<file path="config.mk">
export PLATFORM = sky130hd
export DESIGN_NAME = serv_mem_align
export DESIGN_NICKNAME = d
export VERILOG_FILES = /design/src/rtl/serv_mem_pkg.sv /design/src/rtl/serv_mem_lane.sv /design/src/rtl/serv_mem_align.sv
export SDC_FILE = /design/constraint.sdc
export NUM_CORES = 1
export LEC_CHECK = 0
export BUFFER_PORTS_ARGS = -buffer_cell sky130_fd_sc_hd__buf_2
export CORE_UTILIZATION = 59
export CTS_CLUSTER_DIAMETER = 30
export CTS_CLUSTER_SIZE = 28
export DETAILED_ROUTE_END_ITERATION = 16
export PLACE_DENSITY = 0.87
export SLEW_MARGIN = 20
export SYNTH_ARGS = -nofsm -noshare
export SYNTH_HDL_FRONTEND = slang
export SYNTH_SLANG_ARGS = --single-unit
</file>
<file path="constraint.sdc">
create_clock -name i_clk -period 4.9 [get_ports i_clk]
set_input_delay 0.245 -clock i_clk [delete_from_list [all_inputs] [get_ports i_clk]]
set_output_delay 0.245 -clock i_clk [all_outputs]
set_load 0.01 [all_outputs]
</file>
<file path="src/rtl/serv_mem_pkg.sv">
// serv_mem_pkg: shared definitions for the serv_mem_align data-bus block.
//   - access size encodings (SIZE_B / SIZE_H / SIZE_W; 2'b11 behaves as word)
//   - FSM state type
//   - lane_mask():  8-bit byte-lane mask of an access, spanning two words
//   - misaligned(): accesses that trap when MEM_MISALIGN_SPLIT_EN is undefined
package serv_mem_pkg;

    localparam logic [1:0] SIZE_B = 2'b00;
    localparam logic [1:0] SIZE_H = 2'b01;
    localparam logic [1:0] SIZE_W = 2'b10;

    typedef enum logic [1:0] {
        StIdle,
        StAcc0,
        StAcc1,
        StFin
    } state_e;

    // Bits [3:0] are lanes of the first word, bits [7:4] lanes of the next word.
    function automatic logic [7:0] lane_mask(input logic [1:0] size, input logic [1:0] adr);
        logic [7:0] base;
        case (size)
            SIZE_B:  base = 8'h01;
            SIZE_H:  base = 8'h03;
            default: base = 8'h0f;
        endcase
        return base << adr;
    endfunction

    // size[1] covers both 2'b10 and the word-alias 2'b11.
    function automatic logic misaligned(input logic [1:0] size, input logic [1:0] adr);
        return ((size == SIZE_H) && adr[0]) || (size[1] && (adr != 2'b00));
    endfunction

endpackage

</file>
<file path="src/rtl/serv_mem_lane.sv">
// serv_mem_lane: combinational lane steering for serv_mem_align.
// Ports:
//   i_adr[1:0], i_size  - byte offset and size of the latched access
//   i_signed            - sign-extend the load result
//   i_wdat              - LSB-aligned store data
//   i_ldat              - merged load word as it sits on the bus lanes
//   o_mask              - 8-bit lane mask (two words)
//   o_split             - access touches the following word
//   o_wdat              - store data rotated left onto its lanes
//   o_ldat              - load data rotated right, masked to size, extended
// Split handling is enabled in the parent by MEM_MISALIGN_SPLIT_EN.
module serv_mem_lane
    import serv_mem_pkg::*;
(
    input  logic [1:0]  i_adr,
    input  logic [1:0]  i_size,
    input  logic        i_signed,
    input  logic [31:0] i_wdat,
    input  logic [31:0] i_ldat,
    output logic [7:0]  o_mask,
    output logic        o_split,
    output logic [31:0] o_wdat,
    output logic [31:0] o_ldat
);

    logic [31:0] rot;

    always_comb begin
        o_mask  = lane_mask(i_size, i_adr);
        o_split = |o_mask[7:4];

        case (i_adr)
            2'd0:    o_wdat = i_wdat;
            2'd1:    o_wdat = {i_wdat[23:0], i_wdat[31:24]};
            2'd2:    o_wdat = {i_wdat[15:0], i_wdat[31:16]};
            default: o_wdat = {i_wdat[7:0],  i_wdat[31:8]};
        endcase

        case (i_adr)
            2'd0:    rot = i_ldat;
            2'd1:    rot = {i_ldat[7:0],  i_ldat[31:8]};
            2'd2:    rot = {i_ldat[15:0], i_ldat[31:16]};
            default: rot = {i_ldat[23:0], i_ldat[31:24]};
        endcase

        case (i_size)
            SIZE_B:  o_ldat = {{24{i_signed & rot[7]}},  rot[7:0]};
            SIZE_H:  o_ldat = {{16{i_signed & rot[15]}}, rot[15:0]};
            default: o_ldat = rot;
        endcase
    end

endmodule

</file>
<file path="src/rtl/serv_mem_align.sv">
// serv_mem_align: owns the data-bus transaction for core loads and stores.
// A request is latched in IDLE, issued as one Wishbone cycle (or two when the
// access crosses a word boundary), merged, aligned, extended and stored in a
// result register that the core shifts out W bits at a time.
// Ports:
//   i_clk, i_rst_n                     - clock, asynchronous active-low reset
//   i_req/i_we/i_size/i_signed/i_adr/i_wdat - access request from the core
//   o_busy, o_done, o_misalign         - status back to the core
//   i_rd_en, o_rd                      - serial readout of the load result
//   o_wb_* / i_wb_rdt / i_wb_ack       - data Wishbone master port
// Macro MEM_MISALIGN_SPLIT_EN: defined -> word-crossing accesses are split;
// undefined -> misaligned halves/words trap without a bus cycle.
module serv_mem_align
    import serv_mem_pkg::*;
#(
    parameter int unsigned W = 1
) (
    input  logic          i_clk,
    input  logic          i_rst_n,
    input  logic          i_req,
    input  logic          i_we,
    input  logic [1:0]    i_size,
    input  logic          i_signed,
    input  logic [31:0]   i_adr,
    input  logic [31:0]   i_wdat,
    output logic          o_busy,
    output logic          o_done,
    output logic          o_misalign,
    input  logic          i_rd_en,
    output logic [W-1:0]  o_rd,
    output logic [31:0]   o_wb_adr,
    output logic [31:0]   o_wb_dat,
    output logic [3:0]    o_wb_sel,
    output logic          o_wb_we,
    output logic          o_wb_cyc,
    input  logic [31:0]   i_wb_rdt,
    input  logic          i_wb_ack
);

`ifdef MEM_MISALIGN_SPLIT_EN
    localparam bit SplitEn = 1'b1;
`else
    localparam bit SplitEn = 1'b0;
`endif

    state_e      state_q;
    logic [1:0]  adr_q;
    logic [1:0]  size_q;
    logic        signed_q;
    logic        we_q;
    logic [31:0] wdat_q;
    logic [31:0] wb_adr_q;
    logic [3:0]  sel_q;
    logic        cyc_q;
    logic        done_q;
    logic        misalign_q;
    logic [31:0] cap_q;
    logic [31:0] res_q;

    logic [7:0]  mask;
    logic        split;
    logic [31:0] wdat_rot;
    logic [31:0] ldat_ext;
    logic [31:0] merged;
    logic [3:0]  hit;
    logic        acc_ack;
    logic        last_ack;

    serv_mem_lane u_lane (
        .i_adr    (adr_q),
        .i_size   (size_q),
        .i_signed (signed_q),
        .i_wdat   (wdat_q),
        .i_ldat   (merged),
        .o_mask   (mask),
        .o_split  (split),
        .o_wdat   (wdat_rot),
        .o_ldat   (ldat_ext)
    );

    // Lanes delivered by the current ack overwrite the capture word; the rest
    // keep what an earlier access phase captured.
    always_comb begin
        hit = 4'b0000;
        if (state_q == StAcc0) begin
            hit = mask[3:0];
        end else if (state_q == StAcc1) begin
            hit = mask[7:4];
        end
        merged = cap_q;
        for (int b = 0; b < 4; b++) begin
            if (hit[b]) begin
                merged[8*b +: 8] = i_wb_rdt[8*b +: 8];
            end
        end
        acc_ack  = i_wb_ack && ((state_q == StAcc0) || (state_q == StAcc1));
        last_ack = i_wb_ack && (((state_q == StAcc0) && !(SplitEn && split)) ||
                                (state_q == StAcc1));
    end

    always_ff @(posedge i_clk or negedge i_rst_n) begin
        if (!i_rst_n) begin
            state_q    <= StIdle;
            adr_q      <= 2'b00;
            size_q     <= 2'b00;
            signed_q   <= 1'b0;
            we_q       <= 1'b0;
            wdat_q     <= 32'h0;
            wb_adr_q   <= 32'h0;
            sel_q      <= 4'h0;
            cyc_q      <= 1'b0;
            done_q     <= 1'b0;
            misalign_q <= 1'b0;
        end else begin
            done_q     <= 1'b0;
            misalign_q <= 1'b0;
            case (state_q)
                StIdle: begin
                    if (i_req) begin
                        if (!SplitEn && misaligned(i_size, i_adr[1:0])) begin
                            done_q     <= 1'b1;
                            misalign_q <= 1'b1;
                        end else begin
                            state_q  <= StAcc0;
                            adr_q    <= i_adr[1:0];
                            size_q   <= i_size;
                            signed_q <= i_signed;
                            we_q     <= i_we;
                            wdat_q   <= i_wdat;
                            wb_adr_q <= {i_adr[31:2], 2'b00};
                            sel_q    <= 4'(lane_mask(i_size, i_adr[1:0]));
                            cyc_q    <= 1'b1;
                        end
                    end
                end
                StAcc0: begin
                    if (i_wb_ack) begin
                        if (SplitEn && split) begin
                            state_q  <= StAcc1;
                            wb_adr_q <= wb_adr_q + 32'd4;
                            sel_q    <= mask[7:4];
                        end else begin
                            state_q <= StFin;
                            cyc_q   <= 1'b0;
                            sel_q   <= 4'h0;
                            we_q    <= 1'b0;
                            done_q  <= 1'b1;
                        end
                    end
                end
                StAcc1: begin
`ifdef MEM_MISALIGN_SPLIT_EN
                    if (i_wb_ack) begin
                        state_q <= StFin;
                        cyc_q   <= 1'b0;
                        sel_q   <= 4'h0;
                        we_q    <= 1'b0;
                        done_q  <= 1'b1;
                    end
`else
                    state_q <= StIdle;
                    cyc_q   <= 1'b0;
                    sel_q   <= 4'h0;
                    we_q    <= 1'b0;
`endif
                end
                StFin:   state_q <= StIdle;
                default: state_q <= StIdle;
            endcase
        end
    end

    // we_q is still the latched value in the cycle of the final ack.
    always_ff @(posedge i_clk or negedge i_rst_n) begin
        if (!i_rst_n) begin
            cap_q <= 32'h0;
            res_q <= 32'h0;
        end else begin
            if (acc_ack && !we_q) begin
                cap_q <= merged;
            end
            if (last_ack && !we_q) begin
                res_q <= ldat_ext;
            end else if (i_rd_en) begin
                res_q <= res_q >> W;
            end
        end
    end

    assign o_busy     = (state_q != StIdle);
    assign o_done     = done_q;
    assign o_misalign = misalign_q;
    assign o_rd       = res_q[W-1:0];
    assign o_wb_adr   = wb_adr_q;
    assign o_wb_dat   = wdat_rot;
    assign o_wb_sel   = sel_q;
    assign o_wb_we    = we_q;
    assign o_wb_cyc   = cyc_q;

endmodule

</file>
---- Word-level counts from Yosys, hierarchy flattened ----
Cells that the tools add are included.
storage, ports and cells
  bits in read-only memories .............. 0
  memories ................................ 0
  flip-flop bits (word level) ............. 141
  logic and storage cells ................. 83
  RAM bits ................................ 0
  bits in latches ......................... 0
  output and inout port bits .............. 74
cells by class
  divide/modulo/power cells ............... 0
  $lt $le $gt $ge ......................... 0
  $add $sub $neg .......................... 0
  mux-type cells .......................... 36
  shift operators ......................... 2
  eq/ne operators ......................... 10
  multiply operators ...................... 0
  reduce and logical (&&, ||, !) cells .... 19
  bitwise operators ....................... 3
operators with widths
  kind                                                  number
  one-hot mux 32 bit (3 select lines)                   2
  2-to-1 mux 32 bit                                     2
  one-hot mux 32 bit (2 select lines)                   1
  2-to-1 mux 8 bit                                      7
  2-to-1 mux 4 bit                                      5
  one-hot mux 4 bit (2 select lines)                    2
  one-hot mux 4 bit (3 select lines)                    1
  2-to-1 mux 1 bit                                      9
  equality test 2 x 1 -> 1 bit (second input constant)  4
  logical NOT 2 bit                                     4
  left shift 4 x 2 -> 8 bit                             1
  left shift 8 x 2 -> 4 bit                             1
  equality test 2 bit (second input constant)           3
  2-to-1 mux 2 bit                                      3
  != test 2 bit (second input constant)                 3
  one-hot mux 1 bit (3 select lines)                    2
  one-hot mux 2 bit (3 select lines)                    1
  AND reduction 3 bit                                   2
  nonzero test 2 bit                                    3
  logical AND 1 bit                                     4
  AND reduction 4 bit                                   1
  nonzero test 3 bit                                    1
  bitwise AND 1 bit                                     2
  logical OR 1 bit                                      2
  4 further kinds                                       4

---- Logic depth before layout (Yosys ltp) ----
Gate-level depths: netlist of the first run.
  word-level depth ........................ 10
  gate-level depth with buffers ........... 11
  mapped depth without buffers ............ 9

---- Cells and area by module ----
From an unflattened synthesis of the first run, not the netlist that was laid out.
second synthesis, totals
  cell total of the unflattened synthesis .. 739
  area total of the unflattened synthesis .. 8222.9 um2
by module, submodules not included
  module          cells an instance  instances  sequential area each (um2)  area each (um2)
  serv_mem_align  585                1          3528.4                      6243.5
  serv_mem_lane   154                1          0.0                         1979.4

---- Worst setup path after synthesis of the first run ----
OpenSTA, ideal clock, no wires.
  kind .................................... reg-to-reg
  from .................................... reg state_q[0]
  to ...................................... reg res_q[16]
  clock period less this slack ............ 2512 ps
  data arrival time ....................... 2430 ps
  stages on the path, launching flop included .. 12
  data required time ...................... 4818 ps
  buffers on the path ..................... 2
  setup slack ............................. 2388 ps
  path through ............................ dfrtp_1 -> inv_1 -> ha_1 -> buf_2 -> nand4b_1 -> a21bo_2 -> a21bo_2 -> and2_1 -> a221o_1 -> o31a_4 -> buf_6 -> a22oi_2
between the ends
  longest elaborated chain between the ends .. 8
  elaborated cells on any way between the ends .. 17
  classes of those cells .................. eq/ne: 2; mux: 9; bitwise: 2; reduce/logical: 4
ends and longest elaborated chain
  element                                      line                                        RTL
  start, declared                              serv_mem_align.sv:46                        state_e state_q;
  start signal, assigned                       serv_mem_align.sv:103                       state_q <= StIdle;
  start signal, assigned                       serv_mem_align.sv:124                       state_q <= StAcc0;
  start signal, assigned                       serv_mem_align.sv:139                       state_q <= StAcc1;
  equality test 2 bit                          serv_mem_align.sv:87, serv_mem_align.sv:98
  2-to-1 mux 4 bit                             serv_mem_align.sv:87                        end else if (state_q == StAcc1) begin
  2-to-1 mux 4 bit                             serv_mem_align.sv:85                        if (state_q == StAcc0) begin
  2-to-1 mux 8 bit                             serv_mem_align.sv:92                        if (hit[b]) begin
  one-hot mux 32 bit (3 select lines)          serv_mem_lane.sv:39                         case (i_adr)
  bitwise AND 1 bit, on equally long branches  serv_mem_lane.sv:48, serv_mem_lane.sv:47
  one-hot mux 32 bit (2 select lines)          serv_mem_lane.sv:46                         case (i_size)
  2-to-1 mux 32 bit                            serv_mem_align.sv:182                       if (last_ack && !we_q) begin
  end signal, assigned                         serv_mem_align.sv:183                       res_q <= ldat_ext;
  end signal, assigned                         serv_mem_align.sv:185                       res_q <= res_q >> W;
  end, declared                                serv_mem_align.sv:58                        logic [31:0] res_q;
Several ways; a longest one is shown, not always the timed one.
A chain may end at the register's enable or synchronous reset.

---- Worst setup path in the final report of the first run ----
  from .................................... reg state_q[1]
  to ...................................... reg res_q[30]
The elaborated chain is that of the path after synthesis.

==> impl_metrics.yaml, run 1 <==
placement:
  dpl-instance-area_mm2: 0.009105
  hpwl_mm: 14.71
  placement.io_buffers: 176
  gp_congestion: 0.9536
  dp_cells: 1004
route:
  routedWlPerCell_um: 21.26
  drt-initial-drc-count: 908
  ant_nets: 0
  vias_per_cell: 6.567
  wirelength_mm: 22.07
  drtPass1Iterations: 8
  drc_errors: 0
  vias: 6817
finish:
  layoutNonFillerInstCount: 1038
  drive_above_1_share: 0.4432
  nNetsFinal: 957
  area_delta_synth_final_pct: 19.38
  diodes: 0
  final_cell_area_mm2: 0.009749
critical_path:
  end_kind: "register"
  setup.worst_path.start_class: "register"
  path_class: "register to register"
  cp.required_ps: 5180
  worstPathArrival_ps: 3770
  path_max_fanout: 32
synth:
  synthTopCellsByCount: "141 x dfrtp_1, 105 x mux2_2, 67 x mux2i_1, 53 x a21oi_1, 39 x o21ai_0"
  postSynthCellCount: 700
  synth_area_leaders: "dfrtp_1 43%, mux2_2 14%, mux4_2 9.4%"
  yosysTopAreaCell: "dfrtp_1"
  yosysUniqueCellTypes: 52
  synth_flop_cell: "dfrtp_1"
  synth_top_area_frac: 0.4321
  syn_area_mm2: 0.008167
  synth_seq_cells: 141
  synth.most_common_cell: "dfrtp_1"
  synth-edff-count: 0
  syn_avg_cell_area_um2: 11.67
  ys_warn_count: 0
  postSynth.asyncResetShare: 1.000
  seq_area_frac_synth: 0.4321
power:
  leakage_nw: 4.359
  ir_drop_mv: 0.4734
  p_total_mw: 7.721
  powerDensity_mw_per_mm2: 792.0
cts:
  clk_latency_ps: 430
  clk_pin_slew_ps: 60
  numCtsBuffers: 17
  clk_root_buffer_cell: "clkbuf_16"
  clk_path_buf_depth: 2
  cts_resized: 0
  hold_buffers: 1
  clock_sinks: 141
  htree_levels: 4
  cts_tree: "done"
  cts_setup_buffers: 0
timing:
  final-hold-violation-count: 0
  min_period_ps: 3487
  rsz0062_at_grt: "no"
  skew_ps: 9.794
  finalSetupTns_ps: 0
  setup_viol: 0
  final_max_slew_viol_count: 0
  timing.final.crit_share: 0.7117
  worst_pin_slew_ps: 1034
  fmax_ghz: 0.2867
  slew_headroom: 0.3108
floorplan:
  die_width_um: 119.7
  pin_count: 179
  rows: 42
  core_mm2: 0.01335
  die-area_mm2: 0.01432
  initial_core_util: 0.6118
  die_height_um: 119.7
flow_run:
  drv_cap: 0
global_route:
  grt_pass1_wl_mm: 35.18
  antenna_found_initial: 0
  grt_overflow: 0
  grt_max_degree: 97
  grt_pass1_vias: 6536
  grt.total_usage: 0.3213
worst_hold_path:
  holdCritPathClass: "primary input to register"
run_status:
  status: "finished, final reports clean"
-- path summary, 6_finish.rpt --
path                       cells after the start                    from                  endpoint  slack [ps]
max reg2reg                                    9  state_q[1]$_DFFE_PN0P_     res_q[30]$_DFFE_PN0P_        1410
min                                            2               i_adr[29]  o_wb_adr[29]$_DFFE_PN0P_          50
min in group asynchronous                      2                 i_rst_n     wdat_q[0]$_DFFE_PN0P_         480
max in group asynchronous                      3                 i_rst_n      adr_q[0]$_DFFE_PN0P_        3190
min reg2reg                                    2   cap_q[31]$_DFFE_PN0P_     cap_q[31]$_DFFE_PN0P_         500
max                                            9  state_q[1]$_DFFE_PN0P_     res_q[30]$_DFFE_PN0P_        1410
-- area by class of cell --
cell class              count  area (um2)
clock buffers              23       478.0
flip-flops and latches    141        3536
fillers                   897        3598
well taps                 176       220.2
clock inverters             9       136.4
repair buffers            183       954.7
multi-input cells         495        4383
inverters                  11       41.29
-- layout by cell type (no fill, tap or decap), types with 3 or more instances in the layout --
master     netlist  final
nor2_1          21     21
and2_1          12     12
inv_1           11     11
o22ai_1         16     16
a21o_1           3      3
o31ai_1          6      6
a22oi_2          7      7
o211ai_1        10     10
bufinv_16        0      3
buf_2            8    175
clkbuf_16        0     17
o221ai_1         7      7
nand2_1         26     26
nand3_1          5      3
clkinv_4         0      3
buf_4            4      5
mux2i_1         67     67
clkbuf_8         0      3
mux4_2          34     34
o211ai_2         3      3
or2_2           12     12
dfrtp_1        141    139
ha_1             3      3
a21oi_1         53     53
nand2b_1         3      3
nor3_1          18     18
o21ai_0         39     39
a211oi_1        10     10
clkbuf_1        29      3
mux2_2         105    105
-- state kept, by name (all words and copies together) (netlist names) --
register    flops
o_misalign      1
o_wb_cyc        1
state_q         2
o_wb_adr       30
cap_q          32
res_q          32
size_q          2
o_done          1
wdat_q         32
o_wb_sel        4
o_wb_we         1
signed_q        1
adr_q           2
-- cells by family (layout without fill, tap and decap cells) --
kind of cell / Yosys count / count (layout) / synth area share
other: 1 / 2 / 0.0004592
AO/OA/AOI/OAI: 176 / 176 / 0.1420
multiplexers: 206 / 206 / 0.3207
flip-flops: 141 / 141 / 0.4321
AND/OR/NAND/NOR: 108 / 108 / 0.06634
adder cells (fa/ha/maj): 3 / 3 / 0.004597
buffers and inverters: 65 / 226 / 0.03386
-- per-stage QoR --
stage	hold slack, ps	setup slack, ps	util
floorplan	-50.59	2388	-
global placement	390.5	1587	0.6821
detailed placement	399.6	1485	0.6821
CTS	33.49	1457	0.7289
global route	40.19	1155	0.7304
finish	45.75	1413	0.7304
-- per-layer routing --
metal	GRT usage	share of wire	up-vias	routed length, um
met5	0	0	-	0
met4	0.1453	0.041	0	905
met3	0.08080	0.088	88	1931
met2	0.5072	0.49	431	10720
met1	0.4201	0.39	3359	8515
li1	-	-	2939	-
-- report_power, final --
part	internal (mW)	switching, mW	leakage, nW	total [mW]
logic	1.93	2.08	2.36	4.01
registers	1.75	0.616	1.70	2.37
clock network	0.842	0.498	0.294	1.34
total	4.53	3.19	4.36	7.72
-- critical path, cell delays in order (launching register included) --
cell and delay, ps:
dfrtp_1 370, inv_1 90, ha_1 850, nand2_1 210
o21ai_4 400, mux2i_1 430, o22ai_1 170, o211ai_1 300
o31a_4 360, o221ai_1 160
No activity file was read; power rests on OpenSTA's default activity.
==> run 2: changes to the inputs <==
--- a/config.mk
+++ b/config.mk
@@ -6,11 +6,11 @@
 export NUM_CORES = 1
 export LEC_CHECK = 0
 export BUFFER_PORTS_ARGS = -buffer_cell sky130_fd_sc_hd__buf_2
-export CORE_UTILIZATION = 59
+export CORE_UTILIZATION = 50
 export CTS_CLUSTER_DIAMETER = 30
 export CTS_CLUSTER_SIZE = 28
 export DETAILED_ROUTE_END_ITERATION = 16
-export PLACE_DENSITY = 0.87
+export PLACE_DENSITY = 0.78
 export SLEW_MARGIN = 20
 export SYNTH_ARGS = -nofsm -noshare
 export SYNTH_HDL_FRONTEND = slang
==> constraint.sdc (replaced) <==
create_clock -name i_clk -period 3.2 [get_ports i_clk]
set_input_delay 0.16 -clock i_clk [delete_from_list [all_inputs] [get_ports i_clk]]
set_output_delay 0.16 -clock i_clk [all_outputs]
set_load 0.01 [all_outputs]
==> run 2 against run 1 <==
Die area increased by 18%. Clock power increased by 60%. Routed wire length increased by 9.1%. Utilization decreased by 6.2 points. Largest power group unchanged.
==> impl_metrics.yaml, run 2 (synthesis gave the netlist of run 1 again) <==
route:
  vias_per_cell: 6.048
  drtPass1Iterations: 5
  drt-initial-drc-count: 822
  routedWlPerCell_um: 20.71
  wl_met1_mm: 9.566
  drc_errors: 0
  vias: 7028
  ant_nets: 0
  route.met3.wl_mm: 1.666
  dr_wl_met2_mm: 11.68
  top_layer: "met4"
  wirelength_mm: 24.07
critical_path:
  end_kind: "register"
  worstPathArrival_ps: 3190
  crit_start: "state_q[0]$_DFFE_PN0P_"
  setup.worst_path.start_class: "register"
  r2r_start: "state_q[0]$_DFFE_PN0P_"
  path_class: "register to register"
  cp.required_ps: 3480
  path_max_fanout: 11
global_route:
  grt_overflow: 0
  grt_pass1_vias: 7067
  grt_max_degree: 74
  grt.total_usage: 0.2961
  antenna_found_initial: 1
  grt_pass1_wl_mm: 37.69
worst_hold_path:
  holdCritPathClass: "primary input to register"
  worstHoldStart: "i_wb_rdt[8]"
cts:
  cts_resized: 0
  clock_sinks: 141
  clk_pin_slew_ps: 60
  numCtsBuffers: 17
  clk_path_buf_depth: 2
  clk_root_buffer_cell: "clkbuf_16"
  htree_levels: 4
  clk_latency_ps: 420
  cts_tree: "done"
finish:
  drive_above_1_share: 0.4148
  final_cell_mix: "175 x buf_2, 139 x dfrtp_1, 105 x mux2_2"
  nNetsFinal: 1040
  layout_commonest_cell: "buf_2"
  fin_util: 0.6683
  final_cell_area_mm2: 0.01066
  area_delta_synth_final_pct: 30.47
  fillerInstances: 1213
  reg.largest.list: "cap_q x32, res_q x32, wdat_q x32"
floorplan:
  core_mm2: 0.01594
  initial_core_util: 0.5122
  die_height_um: 129.8
  rows: 46
  die-area_mm2: 0.01685
  pin_count: 179
  die_width_um: 129.8
timing:
  rsz0062_at_grt: "no"
  setup_viol: 0
  min_period_ps: 2913
  slew_headroom: 0.4391
  finalSetupTns_ps: 0
  final_max_slew_viol_count: 0
  worst_slack_ps: 286.5
  fmax_ghz: 0.3432
  timing.final.crit_share: 0.9105
  worst_pin_slew_ps: 838.2
  skew_ps: 5.504
  final-hold-violation-count: 0
placement:
  hpwl_mm: 15.46
  gp_congestion: 1.001
  dpl_worst_slack_ps: 391.8
  dpl-instance-area_mm2: 0.009240
  placement.io_buffers: 176
flow_run:
  drv_cap: 0
power:
  powerDensity_mw_per_mm2: 1137
  p_total_mw: 12.11
  ir_drop_mv: 0.7447
  leakage_nw: 4.732
run_status:
  status: "finished, final reports clean"
run 2: cell count changes in the layout (fill, tap and decap cells not counted), sizes merged:
cell,before,now
clkbuf,23,19
buf,182,189
inv,11,12
clkinv,4,6
dlygate4sd3,1,77
bufinv,3,4
diode,0,1
run 2: cell type report:
cell class,count,area [um2],area share
Multi-Input combinational cell,495,4383,0.4113
Clock inverter,13,188.9,0.01773
Timing Repair Buffer,266,1780,0.1671
Tap cell,216,270.3,0.02536
Clock buffer,19,452.9,0.04251
Antenna cell,1,2.502,0.0002349
Sequential cell,141,3536,0.3318
Inverter,11,41.29,0.003875
run 2: report_power, final:
group | internal (mW) | switching [mW]
Clock | 1.35 | 0.799
Combinational | 3.05 | 3.41
Sequential | 2.69 | 0.817
run 2: worst max-delay path, stage by stage (launching register included):
cell and delay [ps]:
dfrtp_1 390, inv_1 90, ha_1 400, nand4b_1 160, a21bo_2 260, nand2_1 360, mux2i_1 500, nor2_1 90
nor3_1 440, a22oi_2 80
run 2: routing by layer:
metal | up-vias | global-route usage
li1 | 3113 | -
met1 | 3429 | 0.3860
met2 | 398 | 0.4634
met3 | 88 | 0.05822
met4 | 0 | 0.1717
met5 | - | 0
run 2: per-stage QoR:
step,hold slack [ps],cells
final,11.26,1162
after global routing,6.670,1162
after CTS,1.043,1161
after detailed placement,200.9,1052
after global placement,207.3,1052
after floorplan,-135.6,701
run 2: path summary, 6_finish.rpt:
check	to	slack (ps)	cells past startpoint
setup / recovery	res_q[19]$_DFFE_PN0P_	290	9
hold / removal	cap_q[8]$_DFFE_PN0P_	10	2
setup reg to reg	res_q[19]$_DFFE_PN0P_	290	9
hold reg to reg	cap_q[17]$_DFFE_PN0P_	500	1
max in group asynchronous	cap_q[24]$_DFFE_PN0P_	2070	3
min in group asynchronous	wdat_q[8]$_DFFE_PN0P_	310	2
run 2: what timing repair did:
item                      4_1_cts  5_1_grt
setup buffers                   0        0
hold endpoints to repair      144        0
hold buffers                   77        0
==> run 3: changes to the inputs <==
--- a/config.mk
+++ b/config.mk
@@ -5,12 +5,13 @@
 export SDC_FILE = /design/constraint.sdc
 export NUM_CORES = 1
 export LEC_CHECK = 0
+export ABC_AREA = 1
 export BUFFER_PORTS_ARGS = -buffer_cell sky130_fd_sc_hd__buf_2
-export CORE_UTILIZATION = 50
+export CORE_UTILIZATION = 60
 export CTS_CLUSTER_DIAMETER = 30
 export CTS_CLUSTER_SIZE = 28
 export DETAILED_ROUTE_END_ITERATION = 16
-export PLACE_DENSITY = 0.78
+export PLACE_DENSITY = 0.88
 export SLEW_MARGIN = 20
 export SYNTH_ARGS = -nofsm -noshare
 export SYNTH_HDL_FRONTEND = slang
==> constraint.sdc (replaced) <==
create_clock -name i_clk -period 3.49 [get_ports i_clk]
set_input_delay 0.1745 -clock i_clk [delete_from_list [all_inputs] [get_ports i_clk]]
set_output_delay 0.1745 -clock i_clk [all_outputs]
set_load 0.01 [all_outputs]
==> run 3 against run 2 <==
Clock power shrank 14%. Register-to-register slack improved by 420 ps. Synthesized cell count is 60% higher. Power shrank 5.7%. Non-clock buffer count shrank 23. Area after synthesis increased by 2.3%. Via count is 33% higher. Die area shrank 15%. Routed wire length is 23% higher. Critical path depth shrank 1. Critical endpoint is now o_wb_dat[9].
==> impl_metrics.yaml, run 3 <==
timing:
  slew_headroom: 0.2971
  timing.final.crit_share: 0.9254
  final_max_slew_viol_count: 0
  finalSetupTns_ps: 0
  worst_pin_slew_ps: 1054
  fmax_ghz: 0.3096
  rsz0062_at_grt: "no"
  skew_ps: 8.579
  min_period_ps: 3230
  final-hold-violation-count: 0
  setup_viol: 0
critical_path:
  path_class: "register to primary output"
  cp.required_ps: 3320
  worstPathArrival_ps: 3060
  path_max_fanout: 41
  end_kind: "primary output"
  setup.worst_path.start_class: "register"
route:
  drtPass1Iterations: 6
  vias: 9365
  drc_errors: 0
  dr_wl_met2_mm: 13.39
  drt-initial-drc-count: 1317
  wirelength_mm: 29.50
  wl_met1_mm: 10.48
  vias_per_cell: 6.206
  routedWlPerCell_um: 19.55
  ant_nets: 0
  top_layer: "met4"
  route.met3.wl_mm: 3.568
synth:
  synth_area_leaders: "dfrtp_1 42%, nand2_1 13%, inv_1 5.8%"
  synth-edff-count: 0
  seq_area_frac_synth: 0.4223
  synth_flop_cell: "dfrtp_1"
  yosysUniqueCellTypes: 36
  syn_avg_cell_area_um2: 7.460
  synth.most_common_cell: "nand2_1"
  synthTopCellsByCount: "295 x nand2_1, 141 x dfrtp_1, 129 x inv_1, 91 x nand3_1, 88 x o21ai_0"
  yosysTopAreaCell: "dfrtp_1"
  synth_seq_cells: 141
  synth_top_area_frac: 0.4223
  postSynth.asyncResetShare: 1.000
  postSynthCellCount: 1120
  syn_area_mm2: 0.008356
  ys_warn_count: 0
cts:
  clk_latency_ps: 440
  clk_pin_slew_ps: 70
  cts_tree: "done"
  htree_levels: 4
  clk_root_buffer_cell: "clkbuf_16"
  numCtsBuffers: 17
  clk_path_buf_depth: 2
  cts_resized: 0
  clock_sinks: 141
placement:
  gp_congestion: 0.9924
  dpl-instance-area_mm2: 0.009326
  hpwl_mm: 16.73
  placement.io_buffers: 176
finish:
  multiInputGateArea_mm2: 0.004083
  drive_above_1_share: 0.2206
  area_delta_synth_final_pct: 25.04
  reg.largest.list: "cap_q x32, res_q x32, wdat_q x32"
  fillerInstances: 879
  layout_commonest_cell: "nand2_1"
  diodes: 0
  nNetsFinal: 1428
  final_cell_area_mm2: 0.01045
  seq_area_mm2: 0.003528
  fin_util: 0.7796
  final_cell_mix: "293 x nand2_1, 175 x buf_2, 141 x dfrtp_1"
power:
  ir_drop_mv: 0.7789
  powerDensity_mw_per_mm2: 1093
  leakage_nw: 5.376
  p_total_mw: 11.42
floorplan:
  die-area_mm2: 0.01440
  initial_core_util: 0.6235
  core_mm2: 0.01340
  die_height_um: 120.0
  pin_count: 179
  rows: 42
  die_width_um: 120.0
flow_run:
  drv_cap: 0
global_route:
  grt_max_degree: 101
  grt.total_usage: 0.4227
  antenna_found_initial: 0
  grt_overflow: 0
  grt_pass1_wl_mm: 46.64
  grt_pass1_vias: 8986
worst_hold_path:
  holdCritPathClass: "primary input to register"
run_status:
  status: "finished, final reports clean"
==> run 3: cell type report <==
class                      count  share of cell area
tap                          176             0.02108
multi-input combinational    783              0.3908
timing repair buffer         243              0.1457
sequential                   141              0.3377
inverter                     134             0.04814
clock buffer                  18             0.04204
clock inverter                14             0.01449
==> run 3: what timing repair did <==
item / in CTS / in global routing
buffers inserted: 0 / 0
hold buffers: 52 / 1
hold endpoints to repair: 149 / 1
==> run 3: metal layers <==
layer  vias up  global-route usage
met5         -                   0
met4         0              0.2508
met3       211              0.1084
met2       808              0.6742
met1      4254              0.5159
li1       4092                   -
==> run 3: path summary, 6_finish.rpt <==
kind / depth (start not counted) / endpoint / slack, ps / start
hold / removal: 3 / wdat_q[3]$_DFFE_PN0P_ / 10 / i_wdat[3]
min in group asynchronous: 2 / cap_q[28]$_DFFE_PN0P_ / 430 / i_rst_n
hold reg to reg: 2 / res_q[21]$_DFFE_PN0P_ / 480 / res_q[21]$_DFFE_PN0P_
max in group asynchronous: 3 / wdat_q[6]$_DFFE_PN0P_ / 2160 / i_rst_n
setup reg to reg: 12 / res_q[16]$_DFFE_PN0P_ / 710 / adr_q[0]$_DFFE_PN0P_
setup / recovery: 8 / o_wb_dat[9] / 260 / adr_q[1]$_DFFE_PN0P_
==> run 3: worst max-delay path: stages (launching register included) <==
cell and delay (ps):
dfrtp_1 690, inv_2 240, nor2_2 150, buf_4 460, inv_1 400, o22ai_1 310, a21oi_1 90, nand2_1 90
buf_2 150
==> run 3: cells by family (layout without fill, tap and decap cells) <==
logic type	count (synthesis)	count (layout)	share of synthesized area
AOI/OAI and AO/OA	230	230	0.1599
adders and majority gates	3	3	0.004493
buffers and inverters	197	409	0.09254
DFF	141	141	0.4223
muxes	40	40	0.05391
other	1	2	0.0004488
and+or+nand+nor	508	508	0.2664
==> run 3: report_power, final <==
part	internal (mW)	switching (mW)	leakage [nW]	total [mW]
Clock	1.03	0.817	0.289	1.84
Sequential	2.42	0.617	1.68	3.04
Combinational	2.20	4.34	3.41	6.54
==> run 3: stage by stage <==
step	worst slack (ps)	hold slack [ps]	instances
4_1_cts	468.4	0.7757	1508
3_3_place_gp	980.5	339.6	1424
3_5_place_dp	835.0	348.1	1424
5_1_grt	186.5	5.943	1509
2_1_floorplan	1398	-121.1	1121
6_report	260.5	9.528	1509
